<file path="config.mk">
export PLATFORM = sky130hd
export DESIGN_NAME = node_controller
export DESIGN_NICKNAME = d
export VERILOG_FILES = /design/src/rtl/node_controller.sv
export SDC_FILE = /design/constraint.sdc
export NUM_CORES = 1
export LEC_CHECK = 0
export CAP_MARGIN = 20
export CORE_ASPECT_RATIO = 1.5
export CORE_MARGIN = 4
export CORE_UTILIZATION = 19
export CTS_CLUSTER_SIZE = 24
export DETAILED_ROUTE_END_ITERATION = 7
export GPL_TIMING_DRIVEN = 0
export PLACE_DENSITY = 0.85
export SYNTH_ARGS = -nofsm -noshare
export SYNTH_HDL_FRONTEND = slang
export SYNTH_SLANG_ARGS = --single-unit
</file>
<file path="constraint.sdc">
create_clock -name clk -period 1.47 [get_ports clk]
set_input_delay 0.147 -clock clk [delete_from_list [all_inputs] [get_ports clk]]
set_output_delay 0.147 -clock clk [all_outputs]
set_load 0.005 [all_outputs]
</file>
<file path="src/rtl/node_controller.sv">
// Central control FSM of a clustered EER-RL sensor node: decodes the received packet
// type, pulses write enables to the sibling tables and gates transmissions on channel_clear.
module node_controller #(
    parameter int WORD_WIDTH = 16,
    parameter int MAX_HOPS   = 4
) (
    input  logic                  clk,
    input  logic                  nrst,
    input  logic [2:0]            fPacketType,
    input  logic [WORD_WIDTH-1:0] fHopsFromCH,
    input  logic [WORD_WIDTH-1:0] fChosenCH,
    input  logic [WORD_WIDTH-1:0] fTimeslot,
    input  logic [WORD_WIDTH-1:0] destinationID,
    input  logic                  channel_clear,
    input  logic [WORD_WIDTH-1:0] myTimeslot,
    input  logic [WORD_WIDTH-1:0] myNodeID,
    input  logic                  role,
    input  logic                  iHaveData,
    input  logic [WORD_WIDTH-1:0] chosenCH,
    output logic                  en_KCH,
    output logic                  en_MNI,
    output logic                  en_QTU_FMB,
    output logic                  en_neighborTable,
    output logic                  en_reward,
    output logic                  iAmDestination,
    output logic                  okToSend
);

    localparam logic [WORD_WIDTH-1:0] MAX_HOPS_W   = WORD_WIDTH'(MAX_HOPS);
    localparam logic [WORD_WIDTH-1:0] NO_TIMESLOT  = '1;

    typedef enum logic [3:0] {
        IDLE,
        P_HB,
        P_CHE,
        P_INV,
        P_MR,
        P_CHT,
        P_DATA,
        P_SOS,
        WAIT_CLEAR,
        SEND
    } state_t;

    state_t state;
    state_t state_next;

    logic dest_match;
    logic hops_ok;
    logic have_slot;

    // The CH timeslot is latched by myNodeInfo directly; this block never looks at it.
    logic unused_timeslot;
    assign unused_timeslot = ^fTimeslot;

    assign dest_match = (destinationID == myNodeID);
    assign hops_ok    = (fHopsFromCH < MAX_HOPS_W);
    assign have_slot  = (myTimeslot != NO_TIMESLOT);

    always_ff @(posedge clk or negedge nrst) begin
        if (!nrst) begin
            state <= IDLE;
        end else begin
            state <= state_next;
        end
    end

    always_comb begin
        state_next       = IDLE;
        en_KCH           = 1'b0;
        en_MNI           = 1'b0;
        en_QTU_FMB       = 1'b0;
        en_neighborTable = 1'b0;
        en_reward        = 1'b0;
        iAmDestination   = 1'b0;
        okToSend         = 1'b0;

        unique case (state)
            IDLE: begin
                // A received packet always wins over pending own data.
                unique case (fPacketType)
                    3'b000: state_next = P_HB;
                    3'b001: state_next = P_CHE;
                    3'b010: state_next = P_INV;
                    3'b011: state_next = P_MR;
                    3'b100: state_next = P_CHT;
                    3'b101: state_next = P_DATA;
                    3'b110: state_next = P_SOS;
                    default: state_next = (iHaveData && have_slot) ? WAIT_CLEAR : IDLE;
                endcase
            end
            P_HB: begin
                en_MNI           = 1'b1;
                en_neighborTable = 1'b1;
                state_next       = WAIT_CLEAR;
            end
            P_CHE: begin
                en_MNI = 1'b1;
            end
            P_INV: begin
                en_KCH     = 1'b1;
                state_next = (!role && hops_ok) ? WAIT_CLEAR : IDLE;
            end
            P_MR: begin
                en_neighborTable = (fChosenCH == chosenCH);
            end
            P_CHT: begin
                en_MNI         = dest_match;
                iAmDestination = dest_match;
            end
            P_DATA: begin
                iAmDestination = dest_match;
                en_QTU_FMB     = dest_match;
                en_reward      = dest_match;
                // Members forward data addressed to them on toward their CH.
                state_next     = (dest_match && !role) ? WAIT_CLEAR : IDLE;
            end
            P_SOS: begin
                en_KCH     = 1'b1;
                en_QTU_FMB = 1'b1;
            end
            WAIT_CLEAR: begin
                state_next = channel_clear ? SEND : WAIT_CLEAR;
            end
            SEND: begin
                okToSend = 1'b1;
            end
            default: state_next = IDLE;
        endcase
    end

endmodule

</file>
Yosys cells after proc, flatten, opt, wreduce, memory -nomap -nowiden:

Index checks and enable logic that the tools add are counted.

* register bits after elaboration: 4
* bits of input ports: 120
* logic and storage cells: 42

* order comparisons: 1
* equality and inequality tests: 18
* multiplexer cells: 13
* reduce and logical (&&, ||, !) cells: 9

Operators by type and width (count)
* $eq 16x16->1: 2
* $pmux 4 s7: 1
* $pmux 4 s5: 1
* $eq 4x3->1 const B: 4
* $lt 16x3->1 const B: 1
* $ne 16x16->1 const B: 1
* $mux 4: 3
* $eq 3x3->1 const B: 3
* $eq 4x2->1 const B: 2
* $eq 4x4->1 const B: 2
* $eq 3x2->1 const B: 2
* $pmux 1 s2: 3
* $reduce_or 2->1: 3
* $mux 1: 5
* $eq 4x1->1 const B: 1
* $logic_not 4->1: 1
* $eq 3x1->1 const B: 1
* $logic_and 1x1->1: 3
* $logic_not 3->1: 1
* $logic_not 1->1: 1

Longest topological paths before layout:

* depth in word-level cells: 5
* depth in mapped cells: 6

Least setup slack after synthesis:

Ideal clock, no wire load.

* path type: flip-flop to flip-flop
* from: register state[3]
* to: register state[3]
* library setup time: 0.064 ns
* arrival: 1.380 ns
* data required time: 1.406 ns
* slack: 0.026 ns
* stages on the path, launching flop included: 7
* buffers on the path: 1
* period minus slack after synthesis: 1.444 ns
* path through: dfrtp_1 buf_2 or2_2 nor3_2 nand3_1 o41ai_1 a21o_1

* cells in the longest elaborated chain, start to end: 2

Ends and longest elaborated chain
* from (decl): RTL line 45 `state_t state;`
* from (signal assigned): RTL line 64 `state <= state_next;`
* $eq 4x4->1 (tied with other cells): RTL line 78 `unique case (state)`
* $pmux 4 s5 (*): RTL line 78
* named net state_next[3]: RTL line 46 `state_t state_next;`

Mark *: on every way through the listed nets, which the timed path passes. The rest lies on a longest branch.

Worst setup path after layout:

* from: register state[0]
* to: output port en_neighborTable

* cells in the longest elaborated chain, start to end: 2

Ends and longest elaborated chain
* $eq 4x3->1 or $eq 4x1->1 (tied branches): RTL line 78
* $pmux 1 s2 (*): RTL line 78
* to (decl): RTL line 23 `output logic en_neighborTable,`

Mark *: on every way between the ends. The rest lies on a longest branch, timed or not.

==> metrics.md <==
| Metric | Value |
|---|---|
| Setup WS pre-CTS | `-0.868 ns` |
| Crit path launch type | `flip-flop` |
| Slew @ Worst Pin | `0.291 ns` |
| Placed cell area | `1890 um2` |
| Top FF cell, synth | `dfrtp_1` |
| Average vias per placed instance | `4.57` |
| WL/cell | `13.6 um` |
| Cts hold-fix bufs | `0` |
| Fin. max-slew vios | `0` |
| Fmax | `657 MHz` |
| Die area | `5040 um2` |
| Cell count after synthesis | `94` |
| Worst path cell trace | `buf_6 > nor4b_4 > nand4_1 > o22ai_1 > buf_2` |
| Post-synth top area cell | `xnor2_1` |
| Crit path max fanout | `5` |
| Final setup viols | `5` |
| Max-slew headroom | `80.4%` |
| Max Root-Sink Buffers | `2` |
| Largest register by flop count | `state` |
| Largest cells by area after synthesis | `xnor2_1, xor2_1, dfrtp_1` |
| CP delay by family, top | `flip-flops` |
| Yosys cell types | `29` |
| #FFs+latches synth | `4` |
| Cell Rows | `27` |
| CP Data Required Time | `1.32 ns` |
| DIE WIDTH | `59.3 um` |
| Vias in the first global route | `1269` |
| Worst path bufs/invs | `2` |
| Final worst-path cycle share | `104%` |
| Worst-path clk slew | `0.03 ns` |
| Ys Warns | `0` |
| Power density cells | `772 nW/um2` |
| Vias post-DR | `1198` |
| Tmin final | `1.52 ns` |
| Post-route setup TNS | `-0.192 ns` |
| H-Tree Depth | `1` |
| RD Place Congestion | `0.708` |
| Share of cells above drive strength 1 | `37.4%` |
| Antenna Nets Post-Route | `0` |
| Min-delay worst type | `in -> async` |
| Design area | `2020 um2` |
| RSZ-0062 raised after global routing | `yes` |
| Diode count | `0` |
| Detail Placement HPWL | `2990 um` |
| Max reg flops | `4` |
| Critical path capture point type | `output pin` |
| Avg Inst Size Synth | `7.99 um2` |
| Clock Sinks | `4` |
| Clk_skew | `0.00225 ns` |
| Sequential area share after synthesis | `13.3%` |
| Fillers | `350` |
| Max Cap Viol | `0` |
| Mapped cell area | `751 um2` |
| Initial antenna violation count | `0` |
| Initial drt markers | `14` |
| Port buffer count | `108` |
| CP arrival | `1.38 ns` |
| Drt pass-1 iters | `4` |
| Crit path largest cell delay | `0.39 ns` |
| Worst vdd ir | `0.735 mV` |
| Post-synth EDFFs | `0` |
| CTS root buf | `clkbuf_8` |
| Ys async rst share | `100%` |
| Layout area overhead | `170%` |
| Run status | `complete, but fails checks` |
| Die Span Y | `85.0 um` |
| IO Count | `127` |
| Fin worst setup slack | `-0.0527 ns` |
| CTS tree | `done` |
| Yosys top cell area share | `23.3%` |
| WS Path Type | `reg -> out` |
| First-pass GRT wire length | `5270 um` |
| Core area | `3750 um2` |
| Mapped Nets | `214` |
| Slowest-stage cell, CP | `dfrtp_1` |
| Starting Density | `20.0%` |
| CTS buffer count | `3` |
| Final Hold Fails | `0` |
| Top Registers | `state x4` |
| Reg-to-reg slack, setup | `-0.03 ns` |
| Final wirelength | `3570 um` |
| Total Nets Final | `341` |
| Failing checks | `setup timing` |
| Drt drc | `0` |
| Grt ovf | `0` |
| Leakage power total | `0.921 nW` |
| Gr usage total | `13.4%` |
| Clk_lat worst skew | `0.22 ns` |
| Largest net degree at the start of global routing | `7` |
==> per-stage QoR <==
stage,std cells,hold WS (ns),utilization (%),power (mW)
3_5_place_dp,245,0.362,50.3,1.03
4_1_cts,258,0.128,52.7,1.48
6_report,262,0.130,54.0,1.56
2_1_floorplan,94,-0.149,-,0.570
5_1_grt,262,0.137,54.0,1.67
3_3_place_gp,245,0.359,50.3,1.01
==> cell usage after synthesis, types with 2 or more instances <==
cell,instances
nand4_1,10
xnor2_1,20
dfrtp_1,4
inv_1,2
nor4_1,7
a21oi_1,2
xor2_1,14
nand2b_1,2
nand3_1,2
nand2_1,4
nor2_1,7
o41ai_1,2
o21ai_1,2
==> routing by layer <==
| layer | vias up | wire length, um | GRT usage (%) |
|---|---|---|---|
| met5 | - | 0 | 0 |
| met4 | 0 | 44 | 4.33 |
| met3 | 5 | 431 | 3.50 |
| met2 | 68 | 2060 | 28.2 |
| met1 | 532 | 1040 | 10.9 |
| li1 | 593 | - | - |
==> what timing repair did <==
item | in CTS | in global routing
setup buffers | 11 | 5
resized for setup | 165 | 26
pin swaps | 33 | 14
endpoints found under the setup margin | 8 | 7
==> cell type report <==
class | instances | area, um2 | area share [%]
inverter | 2 | 7.51 | 0.371
sequential | 4 | 103 | 5.07
buffer | 1 | 11.3 | 0.556
multi-input combinational | 85 | 763 | 37.7
clock buffer | 3 | 41.3 | 2.04
timing repair buffer | 124 | 1040 | 51.6
tap | 43 | 53.8 | 2.66
==> report_power, final <==
| part | total, mW | switching (mW) | internal [mW] |
|---|---|---|---|
| Combinational | 1.10 | 0.427 | 0.671 |
| Sequential | 0.229 | 0.0667 | 0.163 |
| Clock | 0.235 | 0.0606 | 0.175 |
==> kinds of logic after synthesis <==
logic type / share of synthesized area [%]
XOR/XNOR: 39.7
AO/OA/AOI/OAI: 8.00
buffers and inverters: 2.67
AND/OR/NAND/NOR: 36.3
flip-flops: 13.3
==> placed cells by master (no fill, tap or decap), types with 3 or more instances in the layout <==
cell	synthesis	layout
xnor2_2	0	8
xor2_1	14	14
buf_2	1	26
clkbuf_8	0	3
dlymetal6s2s_1	0	3
buf_6	0	8
dlygate4sd2_1	0	14
nor4_1	7	7
buf_4	0	16
clkdlybuf4s50_1	0	53
nor2_1	7	5
clkbuf_2	0	5
nand2_1	4	4
xnor2_1	20	12
nand4_1	10	10
==> path summary, 6_finish.rpt <==
path,startpoint,to,cells after the start
setup / recovery,state[0]$_DFF_PN0_,en_neighborTable,5
hold / removal,nrst,state[1]$_DFF_PN0_,1
hold reg to reg,state[1]$_DFF_PN0_,state[1]$_DFF_PN0_,1
max in group asynchronous,nrst,state[3]$_DFF_PN0_,1
setup reg to reg,state[3]$_DFF_PN0_,state[3]$_DFF_PN0_,5
min in group clk,fHopsFromCH[11],state[3]$_DFF_PN0_,6
Note: power is estimated with default switching activity, not from simulation.
